==> config.mk <==
export PLATFORM = sky130hd
export DESIGN_NAME = truth_table_scanner
export DESIGN_NICKNAME = d
export VERILOG_FILES = /design/src/rtl/truth_table_scanner.sv
export SDC_FILE = /design/constraint.sdc
export NUM_CORES = 1
export LEC_CHECK = 0
export CAP_MARGIN = 10
export CORE_MARGIN = 5
export CORE_UTILIZATION = 34
export CTS_CLUSTER_SIZE = 40
export DETAILED_ROUTE_END_ITERATION = 8
export HOLD_SLACK_MARGIN = 0.02
export MAX_ROUTING_LAYER = met4
export PLACE_DENSITY = 0.62
export SLEW_MARGIN = 10
export SYNTH_ARGS = -nofsm -noshare
export SYNTH_HDL_FRONTEND = slang
export SYNTH_SLANG_ARGS = --single-unit
==> constraint.sdc <==
create_clock -name clk -period 1.8 [get_ports clk]
set_input_delay 0.36 -clock clk [delete_from_list [all_inputs] [get_ports clk]]
set_output_delay 0.36 -clock clk [all_outputs]
set_load 0.1 [all_outputs]
==> src/rtl/truth_table_scanner.sv <==
// -----------------------------------------------------------------------------
// truth_table_scanner
//
// Sweeps an external 3-input combinational function through all eight input
// combinations, captures its output into an 8-bit truth table, counts the
// ones, then presents every minterm index (Y=1 entries) on a valid/ready
// stream in ascending order.
//
// Parameters
//   SETTLE     extra cycles {B,C,D} are held before Y is sampled (0..15)
//
// Ports
//   clk        sole clock, rising edge
//   rst        synchronous active-high reset
//   start      request a full sweep (only honoured in IDLE)
//   b, c, d    drive the external function, b is the index MSB
//   y          output of the external function
//   table_out  captured truth table, bit i = Y at index i
//   count      number of indices with Y=1 (0..8)
//   m_valid    a minterm index is being presented
//   m_index    minterm index being presented
//   m_ready    consumer accepts the minterm
//   busy       high in every state except IDLE
//   done       one-cycle completion pulse
// -----------------------------------------------------------------------------
module truth_table_scanner #(
    parameter int unsigned SETTLE = 0
) (
    input  logic       clk,
    input  logic       rst,
    input  logic       start,
    output logic       b,
    output logic       c,
    output logic       d,
    input  logic       y,
    output logic [7:0] table_out,
    output logic [3:0] count,
    output logic       m_valid,
    output logic [2:0] m_index,
    input  logic       m_ready,
    output logic       busy,
    output logic       done
);

    typedef enum logic [1:0] {
        IDLE  = 2'd0,
        DRIVE = 2'd1,
        EMIT  = 2'd2,
        DONE  = 2'd3
    } state_t;

    localparam logic [3:0] SETTLE_LD = 4'(SETTLE);

    state_t     state;
    state_t     state_nxt;
    logic [2:0] idx;         // index currently driven onto {B,C,D}
    logic [2:0] p;           // EMIT scan pointer
    logic [3:0] settle_cnt;  // remaining hold cycles for the current index

    // Last DRIVE cycle of the current index: Y is captured at this edge.
    logic sample_now;
    // The EMIT entry at p is finished this cycle: either it is a zero
    // (skipped) or it is a one and the consumer takes it.
    logic emit_step;

    assign sample_now = (state == DRIVE) && (settle_cnt == 4'd0);
    assign emit_step  = (state == EMIT) && (!table_out[p] || m_ready);

    // -------------------------------------------------------------------------
    // State register
    // -------------------------------------------------------------------------
    // NOTE: clocked state uses non-blocking assignments so every register
    // samples the pre-edge values of the others, independent of process order.
    always_ff @(posedge clk) begin
        if (rst) begin
            state <= IDLE;
        end else begin
            state <= state_nxt;
        end
    end

    // -------------------------------------------------------------------------
    // Next-state logic
    // -------------------------------------------------------------------------
    // NOTE: state_nxt gets a default before the case so no path leaves it
    // unassigned, which would otherwise infer a latch.
    always_comb begin
        state_nxt = state;
        unique case (state)
            IDLE:  if (start) state_nxt = DRIVE;
            DRIVE: if (sample_now && idx == 3'd7) state_nxt = EMIT;
            EMIT:  if (emit_step && p == 3'd7) state_nxt = DONE;
            DONE:  state_nxt = IDLE;
            default: state_nxt = IDLE;
        endcase
    end

    // -------------------------------------------------------------------------
    // Datapath registers: index, settle counter, table, count, scan pointer
    // -------------------------------------------------------------------------
    always_ff @(posedge clk) begin
        if (rst) begin
            idx        <= 3'd0;
            p          <= 3'd0;
            settle_cnt <= 4'd0;
            table_out  <= 8'd0;
            count      <= 4'd0;
        end else begin
            unique case (state)
                IDLE: begin
                    if (start) begin
                        table_out  <= 8'd0;
                        count      <= 4'd0;
                        idx        <= 3'd0;
                        settle_cnt <= SETTLE_LD;
                    end
                end
                DRIVE: begin
                    if (settle_cnt == 4'd0) begin
                        table_out[idx] <= y;
                        count          <= count + {3'd0, y};
                        if (idx != 3'd7) begin
                            idx        <= idx + 3'd1;
                            settle_cnt <= SETTLE_LD;
                        end else begin
                            p <= 3'd0;
                        end
                    end else begin
                        settle_cnt <= settle_cnt - 4'd1;
                    end
                end
                EMIT: begin
                    // p stops at 7 so the pointer never wraps back to 0;
                    // the state change to DONE ends the scan instead.
                    if (emit_step && p != 3'd7) begin
                        p <= p + 3'd1;
                    end
                end
                DONE: begin
                end
                default: begin
                end
            endcase
        end
    end

    // -------------------------------------------------------------------------
    // Output logic
    // -------------------------------------------------------------------------
    // {B,C,D} follow idx directly: idx only changes in DRIVE (and on start or
    // reset), so outside DRIVE the function inputs keep their last value.
    always_comb begin
        {b, c, d} = idx;
        m_valid   = (state == EMIT) && table_out[p];
        m_index   = p;
        busy      = (state != IDLE);
        done      = (state == DONE);
    end

endmodule

# Word level (Yosys, flattened, before mapping)
# Index checks and enable logic that the tools add are counted.
op_classes:
  n_addsub: 4
  mul: 0
  div: 0
  n_lt_le_gt_ge: 3
  eq_ne: 15
  shifts: 0
  muxes: 26
  bitwise: 0
  n_reduce_logical: 19
op_table:
  columns: ["op", "count"]
  rows:
  - ["two-way mux 3 bit", 6]
  - ["two-way mux 4 bit", 4]
  - ["two-way mux 8 bit", 2]
  - ["case mux 4 bit (2 select lines)", 2]
  - ["case mux 8 bit (2 select lines)", 1]
  - ["case mux 3 bit (2 select lines)", 2]
  - ["inequality test 2 x 1 -> 1 bit (second input constant)", 5]
  - ["AND reduction 3 bit", 3]
  - ["bitwise mux 8 bit", 1]
  - ["less-than comparator 3 x 4 -> 1 bit (second input constant)", 2]
  - ["case mux 2 bit (4 select lines)", 1]
  - ["AND reduction 4 bit", 2]
  - ["logical AND 1 bit", 7]
  - ["adder 3 x 1 -> 3 bit (second input constant)", 2]
  - ["equality test 3 bit (second input constant)", 2]
  - ["two-way mux 2 bit", 3]
  - ["inequality test 3 bit (second input constant)", 2]
  - ["nonzero test 2 bit", 3]
  - ["adder 4 x 1 -> 4 bit", 1]
  - ["equality test 2 bit (second input constant)", 2]
  - ["zero test 4 bit", 1]
  - ["inequality test 2 bit (second input constant)", 2]
  - ["subtractor 4 x 1 -> 4 bit (second input constant)", 1]
  - ["binary-select mux 1 bit (select 3 bit)", 1]
  - ["other kinds (8)", 9]
word_totals:
  register_bits: 24
  latch_bits: 0
  mem_bits_rw: 0
  romBits: 0
  input_bits: 5
  out_inout_bits: 21
  word_cells: 73
  mem_count: 0

# Longest topological paths before layout
# Gate-level depths: netlist (run 1).
depth:
  word_depth: 8
  mapped_depth: 9

# Worst setup path after synthesis (run 1)
# Ideal clock, no wire load.
synth_path:
  path_type: "reg2out"
  start: "register p[0] (netlist: m_index[0])"
  end: "output port m_valid"
  arrival_ps: 2909
  required_time_ps: 1440
  path_slack_ps: -1469
  stages_incl_launch_ff: 6
  path_cell_list: "dfxtp_1 > buf_2 > mux2i_1 > nand3b_1 > nand4_1 > nor2_1"
synth_between:
  elab_chain_len: 3
synth_lines:
  columns: ["element", "line", "text"]
  rows:
  - ["start: declaration", "57", "logic [2:0] p;"]
  - ["start signal: assignment", "136", "p <= p + 3'd1;"]
  - ["binary-select mux 1 bit (select 3 bit)", "154", "m_valid = (state == EMIT) && table_out[p];"]
  - ["two-way mux 1 bit (not written as such)", "154", null]
  - ["logical AND 1 bit", "154", null]
  - ["end: declaration", "38", "output logic m_valid,"]
# Every way passes these cells. The select of a mux whose other input is x is not followed.

# Worst setup path after layout (run 1)
layout_path:
  start: "register settle_cnt[1]"
  end: "register table_out[7]"
layout_between:
  elab_chain_len: 3
layout_lines:
  columns: ["element", "line", "text"]
  rows:
  - ["start: declaration", "58", "logic [3:0] settle_cnt;"]
  - ["start signal: assignment", "129", "settle_cnt <= settle_cnt - 4'd1;"]
  - ["zero test 4 bit", "119", "if (settle_cnt == 4'd0) begin"]
  - ["inequality test 2 x 1 -> 1 bit (no line)", null, null]
  - ["AND reduction 3 bit (no line)", null, null]
  - ["end signal: indexed assignment", "120", "table_out[idx] <= y;"]
  - ["end: declaration", "36", "output logic [7:0] table_out,"]
# Every way passes these cells.
# A chain may end at the register's enable or synchronous reset.

==> results of run 1 <==
==> report_power, final <==
part / total (W) / switching (W) / internal (W)
Clock: 0.000474 / 0.000176 / 0.000297
Combinational: 0.00183 / 0.000966 / 0.000865
Sequential: 0.000686 / 0.0000773 / 0.000608
==> layout make-up <==
type	count	area [sq um]	area share, %
clock inverters	1	30.0	1.31
clock buffers	3	41.3	1.80
repair buffers	54	678	29.6
inverters	9	37.5	1.64
flip-flops and latches	24	532	23.2
well taps	50	62.6	2.73
multi-input cells	114	908	39.7
==> cells by family after synthesis <==
| group | synth area share [%] |
|---|---|
| buffers and inverters | 5.30 |
| adder cells (fa/ha/maj) | 11.0 |
| AO/OA/AOI/OAI | 10.4 |
| multiplexers | 11.5 |
| AND/OR/NAND/NOR | 23.5 |
| flip-flops | 35.1 |
| XOR/XNOR | 3.20 |
==> registers in the layout, indices dropped and copies added (netlist names) <==
signal and flops:
count 4, idx 3, m_index 3, settle_cnt 4, state 2, table_out 8
==> worst paths after layout <==
check | from | endpoint | slack, ps | depth (start not counted)
max | settle_cnt[1] | table_out[7] | -70 | 8
min | table_out[1] | table_out[1] | 560 | 2
min reg2reg | table_out[1] | table_out[1] | 560 | 2
max reg2reg | settle_cnt[1] | table_out[7] | -70 | 8
==> worst max-delay path, cell delays in order (launching register included) <==
cell and delay [ps]:
dfxtp_2 340, inv_2 70, ha_4 130, or3b_4 390, a21oi_4 220, buf_4 160, nand4_1 130, mux2_2 300
nor2_1 80
==> Yosys cell counts (2+ instances only) <==
library cell	n	share of area [%]
a31oi_1	2	0.91
xor2_1	4	2.6
mux2i_1	9	6.6
inv_1	9	2.5
o21a_1	2	1.1
a32o_1	2	1.5
nand4b_1	3	1.9
clkbuf_1	4	1.1
nor2_1	23	6.3
nor4b_1	2	1.3
a22oi_1	2	1.1
nand2_1	21	5.8
ha_1	12	11
nand4_1	3	1.4
a21oi_1	2	0.73
mux2_2	6	4.9
o311ai_0	2	1.3
dfxtp_1	24	35
nand3b_1	3	1.6
==> routing by layer <==
layer  track usage (%)  vias to the layer above  share of wire, %
met5                 -                        -                 0
met3              2.60                        2               3.1
li1                  -                      649                 -
met4              3.42                        0              0.66
met2              24.5                       22                51
met1              16.1                      615                45
==> per-stage QoR <==
step / cells / setup WS (ps) / utilization (%) / hold slack [ps] / power (W)
global placement: 246 / -241 / 53.6 / 521 / 0.00229
global route: 255 / -147 / 58.1 / 581 / 0.00318
finish: 255 / -72.1 / 58.1 / 555 / 0.00299
detailed placement: 246 / -278 / 53.6 / 547 / 0.00236
floorplan: 154 / -149 / - / 468 / 0.00172
CTS: 255 / -104 / 56.8 / 561 / 0.00294
==> repair_timing <==
item	CTS	global route
endpoints found under the setup margin	17	20
setup buffers	5	0
resized for setup	9	12
gates cloned	0	0
pin swaps	8	5
==> results.sh, run 1 <==
export IMPL_worst_ep_arrival_time_ps=2080
export IMPL_rsz0062_at_grt="true"
export IMPL_grtUsageTotal_pct=13.9
export IMPL_drc=0
export IMPL_path_class="register to register"
export IMPL_syn_to_final_growth_pct=67.3
export IMPL_postSynthCellCount=154
export IMPL_synth_edf_count=0
export IMPL_n_fill_cell=317
export IMPL_yosys_warnings=0
export IMPL_layout_common_cells="29 x buf_4, 21 x nand2_1, 21 x buf_12"
export IMPL_slew_viol_final=0
export IMPL_path_max_fanout=7
export IMPL_power_density_nw_per_um2=1310
export IMPL_final_setup_worst_slack_ps=-72.1
export IMPL_drt_wl_total_microns=3480
export IMPL_peakVddDrop_v=0.000752
export IMPL_async_reset_ff_share_pct=0
export IMPL_layout_commonest_cell="buf_4"
export IMPL_die_x_microns=73.5
export IMPL_setup_tns_ps=-463
export IMPL_p_leak_nw=0.911
export IMPL_clk_pin_slew_ps=90
export IMPL_outcome="finished with violations"
export IMPL_fin_crit_ps=1870
export IMPL_design_area_sq_um=2290
export IMPL_tightest_slew_ps=421
export IMPL_drt_pass1_iterations=4
export IMPL_die_h_microns=73.5
export IMPL_grt_overflow=0
export IMPL_nets=223
export IMPL_worst_setup_path_end_kind="register"
export IMPL_hold_viol_final=0
export IMPL_num_vias=1288
export IMPL_wl_per_cell_microns=13.6
export IMPL_cts_buffer_depth=2
export IMPL_cts_root_buf="clkbuf_8"
export IMPL_period_share_pct=104
export IMPL_required_ps=2010
export IMPL_cts_max_level=1
export IMPL_cts_hold_buf=0
export IMPL_numCtsBuffers=3
export IMPL_setup_viol=12
export IMPL_port_buffers=25
export IMPL_synth_seq_cells=24
export IMPL_grt_pass1_wl_microns=5750
export IMPL_antenna_found_initial=0
export IMPL_clkLatencyLatePin_ps=270
export IMPL_routabilityCongestion=0.802
export IMPL_drt_iter0_markers=36
export IMPL_cts_tree="built"
export IMPL_netlist_area_sq_um=1370
export IMPL_worst_hold_path_type="register to register"
export IMPL_synth_fp_nets=171
export IMPL_row_count=23
export IMPL_io_pins=26
export IMPL_cts_sinks=24
export IMPL_grt_pass1_vias=1290
export IMPL_fmax_ghz=0.534
export IMPL_violations="setup timing"
export IMPL_place_area_sq_um=2110
export IMPL_maxCapViolCount=0
export IMPL_dp_hpwl_microns=2630
export IMPL_coreArea_sq_um=3940
export IMPL_seq_area_frac_synth_pct=35.1
export IMPL_vias_per_cell=5.05
export IMPL_grt_max_degree=15
export IMPL_avgSynthCellArea_sq_um=8.89
export IMPL_drive_gt1_share_pct=46.3
export IMPL_slew_headroom_pct=71.5
export IMPL_initial_core_util_pct=34.7
export IMPL_ant_nets=0
export IMPL_crit_path_start_kind="register"
export IMPL_fin_skew_ps=8.17
export IMPL_antenna_cells=0
export IMPL_synthFlopType="dfxtp_1"
export IMPL_synth_distinct_cells=38
export IMPL_die_area_sq_um=5390
No activity file was read; power rests on OpenSTA's default activity.
==> run 2, diff against run 1 <==
--- a/config.mk
+++ b/config.mk
@@ -13,6 +13,7 @@
 export HOLD_SLACK_MARGIN = 0.02
 export MAX_ROUTING_LAYER = met4
 export PLACE_DENSITY = 0.62
+export SKIP_CTS_REPAIR_TIMING = 1
 export SLEW_MARGIN = 10
 export SYNTH_ARGS = -nofsm -noshare
 export SYNTH_HDL_FRONTEND = slang
==> constraint.sdc (replaced) <==
create_clock -name clk -period 1.5 [get_ports clk]
set_input_delay 0.3 -clock clk [delete_from_list [all_inputs] [get_ports clk]]
set_output_delay 0.3 -clock clk [all_outputs]
set_load 0.1 [all_outputs]
==> run 2 against run 1 <==
Net effect: die area unchanged; register-to-register slack got worse by 390 ps; maximum frequency decreased by 4.4%; via count increased by 3.6%; sequential share of layout area decreased by 1.8 points; routed wire length increased by 14%; first-iteration DRC count increased by 17%; sequential power increased by 19%; clock skew decreased by 5.6 ps; global-route usage increased by 0.59 points; the flow still finishes with violations (setup timing); total power increased by 34%; worst setup slack got worse by 390 ps.
==> results.sh, run 2 (synthesis gave the netlist of run 1 again) <==
export IMPL_outcome="finished with violations"
export IMPL_violations="setup timing"
export IMPL_grt_util_met2_pct=25.0
export IMPL_tightest_slew_ps=362
export IMPL_largest_reg_flops=8
export IMPL_fin_util_pct=63.9
export IMPL_path_max_fanout=8
export IMPL_numCtsBuffers=3
export IMPL_die_h_microns=73.5
export IMPL_largest_registers="table_out x8, count x4, settle_cnt x4"
export IMPL_maxCapViolCount=0
export IMPL_min_from="state[0]"
export IMPL_clk_pin_slew_ps=90
export IMPL_row_count=23
export IMPL_dp_hpwl_microns=2970
export IMPL_grtUsageTotal_pct=14.5
export IMPL_holdPathStages=1
export IMPL_drt_pass1_iterations=4
export IMPL_nets=231
export IMPL_antenna_cells=0
export IMPL_die_x_microns=73.5
export IMPL_worst_hold_path_type="register to register"
export IMPL_slew_headroom_pct=75.9
export IMPL_cpMaxStageDelayCell="or3b_4"
export IMPL_path_delay_family="simple AND/OR/NAND/NOR gates"
export IMPL_routabilityCongestion=0.797
export IMPL_top_register="table_out"
export IMPL_grt_busiest_layer="met2"
export IMPL_drt_wl_total_microns=3980
export IMPL_layout_commonest_cell="buf_4"
export IMPL_io_pins=26
export IMPL_grt_pass1_vias=1323
export IMPL_fmax_ghz=0.510
export IMPL_rsz0062_at_grt="true"
export IMPL_antenna_found_initial=0
export IMPL_coreArea_sq_um=3940
export IMPL_fin_worst_hold_slack_ps=538
export IMPL_worst_ep_arrival_time_ps=2150
export IMPL_r2r_cells=7
export IMPL_path_class="register to register"
export IMPL_initial_core_util_pct=34.7
export IMPL_n_fill_cell=299
export IMPL_period_share_pct=131
export IMPL_r2r_start="settle_cnt[1]"
export IMPL_peakVddDrop_v=0.000808
export IMPL_die_area_sq_um=5390
export IMPL_p_leak_nw=0.963
export IMPL_globalRouteMet3Util_pct=2.33
export IMPL_hold_viol_final=0
export IMPL_slew_viol_final=0
export IMPL_grt_use_met1_pct=17.0
export IMPL_regToRegSetupSlack_ps=-460
export IMPL_final_setup_worst_slack_ps=-459
export IMPL_path_cells="inv_2, ha_4, or3b_4, a21oi_4, nor4bb_4, mux2_4, nor2_1"
export IMPL_post_place_ws_ps=-506
export IMPL_port_buffers=25
export IMPL_drt_iter0_markers=42
export IMPL_cts_sinks=24
export IMPL_wl_per_cell_microns=15.1
export IMPL_drive_gt1_share_pct=57.7
export IMPL_reg2reg_to="table_out[4]"
export IMPL_hold_path_end="state[0]"
export IMPL_power_density_nw_per_um2=1590
export IMPL_required_ps=1690
export IMPL_vias_per_cell=5.08
export IMPL_crit_path_start_kind="register"
export IMPL_num_vias=1335
export IMPL_crit_buf_inv=1
export IMPL_fin_crit_ps=1960
export IMPL_cts_buffer_depth=2
export IMPL_max_stage_delay_ps=400
export IMPL_grt_max_degree=14
export IMPL_cts_max_level=1
export IMPL_setup_viol=26
export IMPL_cts_tree="built"
export IMPL_syn_to_final_growth_pct=83.9
export IMPL_clkLatencyLatePin_ps=260
export IMPL_grt_pass1_wl_microns=5980
export IMPL_worst_setup_path_end_kind="register"
export IMPL_layout_common_cells="33 x buf_4, 21 x buf_12, 18 x nor2_1, 18 x nand2_1, 14 x dfxtp_4"
export IMPL_grt_overflow=0
export IMPL_fin_skew_ps=2.60
export IMPL_cts_root_buf="clkbuf_8"
export IMPL_ant_nets=0
export IMPL_drc=0
[run 2: cell count changes in the layout (fill, tap and decap cells not counted), sizes merged]
cell / before / now
bufinv: 1 / 0
buf: 50 / 58
clkbuf: 3 / 4
[run 2: layout make-up]
class                      instances  area [sq um]  area share [%]
sequential                        24           541            21.5
multi-input combinational        114          1080            42.7
clock buffer                       4          45.0            1.79
timing repair buffer              62           753            29.9
inverter                           9          40.0            1.59
tap                               50          62.6            2.49
[run 2: worst max-delay path by stage]
stage / startpoint / endpoint / cells past startpoint
after CTS: settle_cnt[1] / table_out[4] / 7
final: settle_cnt[1] / table_out[4] / 7
after global placement: start / table_out[4] / 6
after detailed placement: start / table_out[4] / 6
after global routing: settle_cnt[1] / table_out[4] / 7
after floorplan: m_index[0] / m_valid / 5
[run 2: per-stage QoR]
stage | cell area [sq um] | instances | setup TNS, ps | power (W)
after floorplan | 1570 | 154 | -4170 | 0.00233
after global placement | 2280 | 255 | -6880 | 0.00311
after detailed placement | 2280 | 255 | -7920 | 0.00321
after CTS | 2330 | 259 | -8240 | 0.00362
after global routing | 2520 | 263 | -8840 | 0.00424
final | 2520 | 263 | -7120 | 0.00401
[run 2: routing by layer]
layer | vias to the layer above | part of all wire, %
li1 | 663 | -
met1 | 639 | 41
met2 | 29 | 56
met3 | 4 | 3.0
met4 | 0 | 0.53
met5 | - | 0
[run 2: report_power, final]
part	leakage [nW]	internal [W]	switching, W
Combinational	0.732	0.00134	0.00146
Clock	0.0228	0.000190	0.000205
Sequential	0.208	0.000737	0.0000810
Total	0.963	0.00227	0.00175
